## src/rtl/latch_bank_wr_seq.sv

```systemverilog
// Write/clear/preset sequencer for a bank of transparent-high latches.
// Every latch-facing output is a flop, timed in CLK cycles by a three-process FSM.
module latch_bank_wr_seq #(
  parameter int WIDTH     = 8,
  parameter int DEPTH     = 4,
  parameter int AW        = 2,
  parameter int SETUP_CYC = 2,
  parameter int PW_CYC    = 3,
  parameter int HOLD_CYC  = 1,
  parameter int REC_CYC   = 2
) (
  input  logic             CLK,
  input  logic             RSTB,
  input  logic             wr_valid,
  output logic             wr_ready,
  input  logic [AW-1:0]    wr_addr,
  input  logic [WIDTH-1:0] wr_data,
  input  logic             clr_req,
  input  logic             set_req,
  output logic [WIDTH-1:0] lat_d,
  output logic [DEPTH-1:0] lat_en,
  output logic             lat_rstb,
  output logic             lat_setb,
  output logic             busy
);

  typedef enum logic [2:0] {
    IDLE  = 3'd0,
    SETUP = 3'd1,
    PULSE = 3'd2,
    HOLD  = 3'd3,
    CLR   = 3'd4,
    SET   = 3'd5,
    RECOV = 3'd6
  } state_t;

  localparam logic [7:0] SETUP_LAST = 8'(SETUP_CYC - 1);
  localparam logic [7:0] PW_LAST    = 8'(PW_CYC - 1);
  localparam logic [7:0] HOLD_LAST  = 8'(HOLD_CYC - 1);
  localparam logic [7:0] REC_LAST   = 8'(REC_CYC - 1);

  state_t           state_q, state_d;
  logic [7:0]       cnt_q, cnt_d;
  logic             clr_pend_q, clr_pend_d;
  logic             set_pend_q, set_pend_d;
  logic [AW-1:0]    addr_q, addr_d;
  logic [WIDTH-1:0] lat_d_q, lat_d_d;
  logic [DEPTH-1:0] lat_en_q, lat_en_d;
  logic             lat_rstb_q, lat_rstb_d;
  logic             lat_setb_q, lat_setb_d;
  logic             wr_ready_q, wr_ready_d;
  logic             busy_q, busy_d;
  logic             accept;

  // wr_ready_q is only ever high in IDLE with nothing pending
  assign accept = wr_ready_q & wr_valid;

  // State register and cycle counter.
  always_ff @(posedge CLK or negedge RSTB) begin
    if (!RSTB) begin
      state_q <= RECOV;
      cnt_q   <= 8'd0;
    end else begin
      state_q <= state_d;
      cnt_q   <= cnt_d;
    end
  end

  // Next-state: each timed state leaves once cnt reaches its count minus one.
  always_comb begin
    state_d = state_q;
    cnt_d   = cnt_q + 8'd1;
    case (state_q)
      IDLE: begin
        cnt_d = 8'd0;
        if (clr_pend_q) begin
          state_d = CLR;
        end else if (set_pend_q) begin
          state_d = SET;
        end else if (accept) begin
          state_d = SETUP;
        end else begin
          state_d = IDLE;
        end
      end
      SETUP: begin
        if (cnt_q == SETUP_LAST) begin
          state_d = PULSE;
          cnt_d   = 8'd0;
        end else begin
          state_d = SETUP;
        end
      end
      PULSE: begin
        if (cnt_q == PW_LAST) begin
          state_d = HOLD;
          cnt_d   = 8'd0;
        end else begin
          state_d = PULSE;
        end
      end
      HOLD: begin
        if (cnt_q == HOLD_LAST) begin
          state_d = IDLE;
          cnt_d   = 8'd0;
        end else begin
          state_d = HOLD;
        end
      end
      CLR, SET: begin
        if (cnt_q == PW_LAST) begin
          state_d = RECOV;
          cnt_d   = 8'd0;
        end else begin
          state_d = state_q;
        end
      end
      RECOV: begin
        if (cnt_q == REC_LAST) begin
          state_d = IDLE;
          cnt_d   = 8'd0;
        end else begin
          state_d = RECOV;
        end
      end
      default: begin
        state_d = RECOV;
        cnt_d   = 8'd0;
      end
    endcase
  end

  // Outputs for the next cycle, derived from the next state so they can be registered.
  always_comb begin
    // A pulse landing on the entry cycle finds its flag still set and is merged
    if (state_d == CLR && state_q != CLR) begin
      clr_pend_d = 1'b0;
    end else begin
      clr_pend_d = clr_pend_q | clr_req;
    end
    if (state_d == SET && state_q != SET) begin
      set_pend_d = 1'b0;
    end else begin
      set_pend_d = set_pend_q | set_req;
    end

    if (accept) begin
      addr_d  = wr_addr;
      lat_d_d = wr_data;
    end else begin
      addr_d  = addr_q;
      lat_d_d = lat_d_q;
    end

    // Out-of-range addresses match no bit, so the pulse is silently dropped
    lat_en_d = {DEPTH{1'b0}};
    for (int i = 0; i < DEPTH; i++) begin
      lat_en_d[i] = (state_d == PULSE) && (addr_q == AW'(i));
    end

    lat_rstb_d = (state_d != CLR);
    lat_setb_d = (state_d != SET);
    wr_ready_d = (state_d == IDLE) && !clr_pend_d && !set_pend_d;
    busy_d     = (state_d != IDLE) || clr_pend_d || set_pend_d;
  end

  // Datapath, request flags and latch-facing output flops.
  always_ff @(posedge CLK or negedge RSTB) begin
    if (!RSTB) begin
      clr_pend_q <= 1'b0;
      set_pend_q <= 1'b0;
      addr_q     <= {AW{1'b0}};
      lat_d_q    <= {WIDTH{1'b0}};
      lat_en_q   <= {DEPTH{1'b0}};
      lat_rstb_q <= 1'b0;
      lat_setb_q <= 1'b1;
      wr_ready_q <= 1'b0;
      busy_q     <= 1'b1;
    end else begin
      clr_pend_q <= clr_pend_d;
      set_pend_q <= set_pend_d;
      addr_q     <= addr_d;
      lat_d_q    <= lat_d_d;
      lat_en_q   <= lat_en_d;
      lat_rstb_q <= lat_rstb_d;
      lat_setb_q <= lat_setb_d;
      wr_ready_q <= wr_ready_d;
      busy_q     <= busy_d;
    end
  end

  assign lat_d    = lat_d_q;
  assign lat_en   = lat_en_q;
  assign lat_rstb = lat_rstb_q;
  assign lat_setb = lat_setb_q;
  assign wr_ready = wr_ready_q;
  assign busy     = busy_q;

endmodule
```

## config.mk

```make
export PLATFORM = sky130hd
export DESIGN_NAME = latch_bank_wr_seq
export DESIGN_NICKNAME = d
export VERILOG_FILES = /design/src/rtl/latch_bank_wr_seq.sv
export SDC_FILE = /design/constraint.sdc
export NUM_CORES = 1
export LEC_CHECK = 0
export ABC_AREA = 1
export CAP_MARGIN = 5
export CORE_UTILIZATION = 50
export DETAILED_ROUTE_END_ITERATION = 10
export HOLD_SLACK_MARGIN = 0.03
export PLACE_DENSITY = 0.78
export RECOVER_POWER = 100
export SYNTH_ARGS = -nofsm -noshare
export SYNTH_HDL_FRONTEND = slang
export SYNTH_SLANG_ARGS = --single-unit
```

## constraint.sdc

```tcl
create_clock -name CLK -period 2.2 [get_ports CLK]
set_clock_uncertainty 0.2 [all_clocks]
set_input_delay 0.33 -clock CLK [delete_from_list [all_inputs] [get_ports CLK]]
set_output_delay 0.33 -clock CLK [all_outputs]
set_load 0.1 [all_outputs]
```

; Yosys cells after proc, flatten, opt, wreduce, memory -nomap -nowiden
; Index checks and enable logic that the tools add are counted.
[totals]
register_bits = 31
in_bits = 15
output_inout_bits = 16
elab_cells = 68
[classes]
n_addsub = 1
n_eq_ne = 18
mux = 15
bitwise_logic = 3
reduce_logical = 20
[op_table]
columns = op, count
row1 = two-way mux 8 bit, 3
row2 = one-hot mux 8 bit (3 select lines), 1
row3 = one-hot mux 3 bit (6 select lines), 1
row4 = == test 3 bit (second input constant), 5
row5 = two-way mux 3 bit, 4
row6 = inequality test 3 bit (second input constant), 4
row7 = == test 3 x 2 -> 1 bit (second input constant), 3
row8 = adder 8 x 1 -> 8 bit (second input constant), 1
row9 = == test 8 x 1 -> 1 bit (second input constant), 1
row10 = == test 8 x 2 -> 1 bit (second input constant), 1
row11 = logical AND 1 bit, 8
row12 = zero test 8 bit, 1
row13 = zero test 3 bit, 2
row14 = == test 2 bit (second input constant), 2
row15 = two-way mux 1 bit, 4
row16 = two-way mux 2 bit, 2
row17 = OR reduction 2 bit, 2
row18 = == test 3 x 1 -> 1 bit (second input constant), 1
row19 = nonzero test 3 bit, 1
row20 = OR reduction 3 bit, 1
row21 = == test 2 x 1 -> 1 bit (second input constant), 1
row22 = zero test 1 bit, 2
row23 = zero test 2 bit, 1
row24 = logical OR 1 bit, 2
row25 = 2 further kinds, 3

; Longest topological paths before layout
[depth]
word_depth = 11
ltp_mapped = 12
mapped_depth_nobuf = 12

; Worst setup path after synthesis
; Ideal clock, no wire load.
[synth_path]
kind = register to register
from = register wr_ready_q (netlist: wr_ready)
to = register set_pend_q
setup_time_ns = 0.115
arrival_ns = 1.711
t_required_ns = 1.885
slack_ns = 0.174
path_stages_with_launch = 10
n_path_buf = 0
synth_period_minus_slack_ns = 2.026
path_cell_list = dfrtp_1 > nand2_1 > nand2_1 > nand3_1 > nand3_1 > nor2_4 > inv_2 > nand3_1 > nand2_1 > inv_1
[synth_via]
elab_chain_len = 8
[synth_lines]
columns = item, line
row1 = from (decl), 51  ; logic wr_ready_q, wr_ready_d;
row2 = from (signal assigned), 187  ; wr_ready_q <= wr_ready_d;
row3 = bitwise AND 1 bit, 56  ; assign accept = wr_ready_q & wr_valid;
row4 = two-way mux 1 bit, 80  ; end else if (accept) begin
row5 = two-way mux 3 bit, 78  ; end else if (set_pend_q) begin
row6 = two-way mux 3 bit, 76  ; if (clr_pend_q) begin
row7 = one-hot mux 3 bit (6 select lines), 73  ; case (state_q)
row8 = net state_d[0], 42  ; state_t state_q, state_d;
row9 = == test 3 bit, 141  ; if (state_d == SET && state_q != SET) begin
row10 = logical AND 1 bit, 141
row11 = two-way mux 1 bit, 141
row12 = net set_pend_d, 45  ; logic set_pend_q, set_pend_d;
row13 = to (signal assigned), 181  ; set_pend_q <= set_pend_d;
row14 = to (decl), 45
; The timed path passes the listed nets, and every way through them passes these cells.
; A chain may end at the register's enable or synchronous reset.

; Worst setup path after layout
[layout_path]
from = register cnt_q[1]
to = register cnt_q[5]
[layout_via]
elab_chain_len = 3
word_cells_on_any_way = 8
cone_classes = 1 x add/sub / 2 x eq/ne / 4 x mux / 1 x reduce/logical
[layout_lines]
columns = item, line
row1 = from (decl), 43  ; logic [7:0] cnt_q, cnt_d;
row2 = from (signal assigned), 65  ; cnt_q <= cnt_d;
row3 = adder 8 x 1 -> 8 bit (tied with other cells), 72  ; cnt_d = cnt_q + 8'd1;
row4 = two-way mux 8 bit (on tied branches), -
row5 = one-hot mux 8 bit (3 select lines) *, 73
row6 = net cnt_d[5], 43
; Mark *: on every way through the listed nets, which the timed path passes. The rest lies on a longest branch.

==> reports/results.ini <==
[outcome]
outcome=complete, no violations

[place]
routability_congestion_estimate_from_global_placement=0.922
number_of_buffers_inserted_by_port_buffering=30
hpwlAfterDp_um=2150

[layout]
nets=218
antenna-diode-count=0
flow.area_growth_from_synthesis_pct=21.5
final_util_pct=64.8
post_route_cells_drive_above_1_share_pct=26.0

[min_path]
worst_hold_path.num_cells=1
hold_path_class=flop to flop

[worst_setup_path]
path_class=flop to flop
cp_max_fo=8
worst-endpoint-arrival_ps=1920
worstSetupStartpointType=flop
setup.worst_path.end_class=flop
worst_ep_required_time_ps=2200
timing.reg2reg.worst_path_depth=9

[cts]
cells_resized_by_post_cts_repair=0
clock_sink_count=31
cts_hold_buf=0
total_cts_buffers=5
tritoncts_clock_tree=yes
htree_levels=2
cts_root_buf=sky130_fd_sc_hd__clkbuf_4
post_cts_buffers=0
clk_path_buf_depth=2
clkSlewWorstSetupHoldPaths_ps=100
insertion_delay_ps=330

[logic_synthesis]
ys_ff_latch=31
synth_top_cells_by_area=sky130_fd_sc_hd__dfrtp_1 45%, sky130_fd_sc_hd__nor2_1 7.3%, sky130_fd_sc_hd__dfstp_2 7.0%
ys_warn_count=0
synth_largest_type_area_fraction_pct=45.2
synth_compound_gate_area_share_pct=3.26
synth-xor-area-share_pct=2.34
netlist_area_mm2=0.00150
post_synth_and_or_nand_nor_area_fraction_pct=26.0
synth_area_leader_cell=sky130_fd_sc_hd__dfrtp_1
synthMuxAreaShare_pct=6.03
post_synthesis_net_count=180
postSynth.topFlopCell=sky130_fd_sc_hd__dfrtp_1
synth-async-reset-ratio_pct=100
most_numerous_cell_types_in_the_synthesized_netlist=29 x sky130_fd_sc_hd__nor2_1, 27 x sky130_fd_sc_hd__dfrtp_1, 24 x sky130_fd_sc_hd__inv_1
synth.distinct_cells=26
post_synth_fa_ha_maj_area_fraction_pct=3.35
syn_area_per_cell_um2=9.29
synth-edff-count=0
synthesis.instances=161
yosysSeqAreaShare_pct=52.2
yosys.cell_count.top_type=sky130_fd_sc_hd__nor2_1
synth_top_family_by_area=simple AND/OR/NAND/NOR gates

[pwr]
worst_ir_drop_vdd_uv=774
power_density_mw_per_mm2=1360
power.static_leakage_nw=0.941

[floorplanning]
coreArea_mm2=0.00281
pin_count=31
initial_utilization_pct=53.3
die_width_um=56.7
rows=19
die_area_mm2=0.00321
die-height_um=56.7

[sta]
setup_tns_ps=0
fin_crit_sh_pct=87.3
maxSlewViolCount=0
slew_headroom_pct=50.9
fin_crit_ps=1920
transition_time_of_the_tightest_slew_check_pin_ps=736
rsz_0062_raised_after_global_routing=false
max_freq_ghz=0.521
finalHoldViolCount=0
number_of_setup_violations_in_the_final_report=0

[job]
cap_viol_max_count=0

[grt]
grt_antenna_before_repair=0
first_pass_grt_wire_length_um=4890
grtUsageTotal_pct=20.5
maximum_number_of_pins_on_one_net_before_global_route_repair=32
grt.overflow.total=0
grt_pass1_vias=1175

[detailed_routing]
drtIter0Drc=77
route.antenna.remaining_nets=0
postRouteWirelength_um=2760
vias=1146
firstDrtPassIters=4
avgViaCountPerCell=4.96
drcViolationCount=0
post_drt_wl_per_cell_um=11.9

## layout by cell type, fill, tap and decap left out
cell type                         synthesis  final
sky130_fd_sc_hd__nor2_1                  29     32
sky130_fd_sc_hd__dfrtp_1                 27     27
sky130_fd_sc_hd__inv_1                   24     24
sky130_fd_sc_hd__nand2_1                 22     22
sky130_fd_sc_hd__clkbuf_2                 0     17
sky130_fd_sc_hd__clkdlybuf4s50_1          0     13
sky130_fd_sc_hd__nand3_1                  8      8
sky130_fd_sc_hd__mux2_2                   8      8
sky130_fd_sc_hd__clkbuf_4                 0      5
sky130_fd_sc_hd__nand2_2                  4      4
sky130_fd_sc_hd__a21oi_1                  4      4
sky130_fd_sc_hd__ha_1                     4      4
sky130_fd_sc_hd__dfstp_2                  4      4
sky130_fd_sc_hd__nor2_2                   4      3
sky130_fd_sc_hd__nand4_1                  3      3
sky130_fd_sc_hd__inv_2                    2      2
sky130_fd_sc_hd__nor3_2                   2      2
sky130_fd_sc_hd__xnor2_1                  2      2
sky130_fd_sc_hd__nor3_1                   1      2
sky130_fd_sc_hd__xor2_1                   2      2
sky130_fd_sc_hd__o21ai_2                  1      1
sky130_fd_sc_hd__o21ai_1                  1      1
sky130_fd_sc_hd__nor2_4                   3      1
sky130_fd_sc_hd__a31oi_1                  1      1
sky130_fd_sc_hd__nor3b_1                  1      1
sky130_fd_sc_hd__a31o_2                   1      1
sky130_fd_sc_hd__or2_2                    1      1
sky130_fd_sc_hd__clkinv_2                 0      1
sky130_fd_sc_hd__bufinv_16                0      1
sky130_fd_sc_hd__clkbuf_8                 0      1
sky130_fd_sc_hd__dlygate4sd3_1            0      1
sky130_fd_sc_hd__clkbuf_1                 0      1
## stage by stage
step	hold slack, ps	setup WS [ps]	power, mW	instance area [um^2]	cells
6_report	259	279	2.47	1820	231
4_1_cts	173	323	2.61	1890	231
5_1_grt	281	69.9	2.64	1820	231
3_3_place_gp	234	359	2.10	1810	223
2_1_floorplan	-166	174	1.86	1500	161
3_5_place_dp	248	340	2.14	1810	223
## power by group
part | internal (mW) | leakage [nW] | switching [mW]
registers | 0.726 | 0.395 | 0.109
clock network | 0.268 | 0.0482 | 0.193
logic | 0.285 | 0.498 | 0.890
## logic make-up (layout without fill, tap and decap cells)
family / Yosys count / after routing
AOI/OAI and AO/OA: 8 / 8
xor gates and xnor gates: 4 / 4
adders and majority gates: 4 / 4
buffers and inverters: 27 / 66
DFF: 31 / 31
muxes: 8 / 8
and+or+nand+nor: 79 / 79
## cell type report
class | instances | area [um^2]
repair buffers | 32 | 229
fillers | 233 | 988
well taps | 31 | 38.8
flip-flops and latches | 31 | 781
clock buffers | 6 | 51.3
multi-input cells | 103 | 584
clock inverters | 2 | 35.0
inverters | 26 | 97.6
## worst max-delay path, cell delays in order, from the launching register on
cell	delay (ps)
sky130_fd_sc_hd__dfrtp_1	410
sky130_fd_sc_hd__inv_1	120
sky130_fd_sc_hd__ha_1	160
sky130_fd_sc_hd__nand2_1	70
sky130_fd_sc_hd__inv_1	60
sky130_fd_sc_hd__nand2_1	70
sky130_fd_sc_hd__nand2_1	80
sky130_fd_sc_hd__inv_1	70
sky130_fd_sc_hd__nor3_2	460
sky130_fd_sc_hd__nor3b_1	100
## routing by layer
metal | vias up | track usage [%] | part of all wire (%)
li1 | 573 | - | -
met1 | 539 | 24.6 | 45
met2 | 28 | 33.5 | 48
met3 | 6 | 6.91 | 4.9
met4 | 0 | 8.93 | 1.9
met5 | - | 0 | 0
## worst paths after layout
path                            from   endpoint  slack, ps
max in group asynchronous       RSTB   lat_d[4]        960
min in group asynchronous       RSTB   cnt_q[5]        380
hold reg to reg            addr_q[1]  lat_en[0]        260
setup reg to reg            cnt_q[1]   cnt_q[5]        280
setup / recovery            cnt_q[1]   cnt_q[5]        280
hold / removal             addr_q[1]  lat_en[0]        260
## flip-flops by register name (all words and copies together), names as in the netlist
register    flops
cnt_q           8
lat_d           8
lat_en          4
state_q         3
addr_q          2
busy            1
clr_pend_q      1
lat_rstb        1
lat_setb        1
set_pend_q      1
wr_ready        1
No activity file was read; power rests on OpenSTA's default activity.
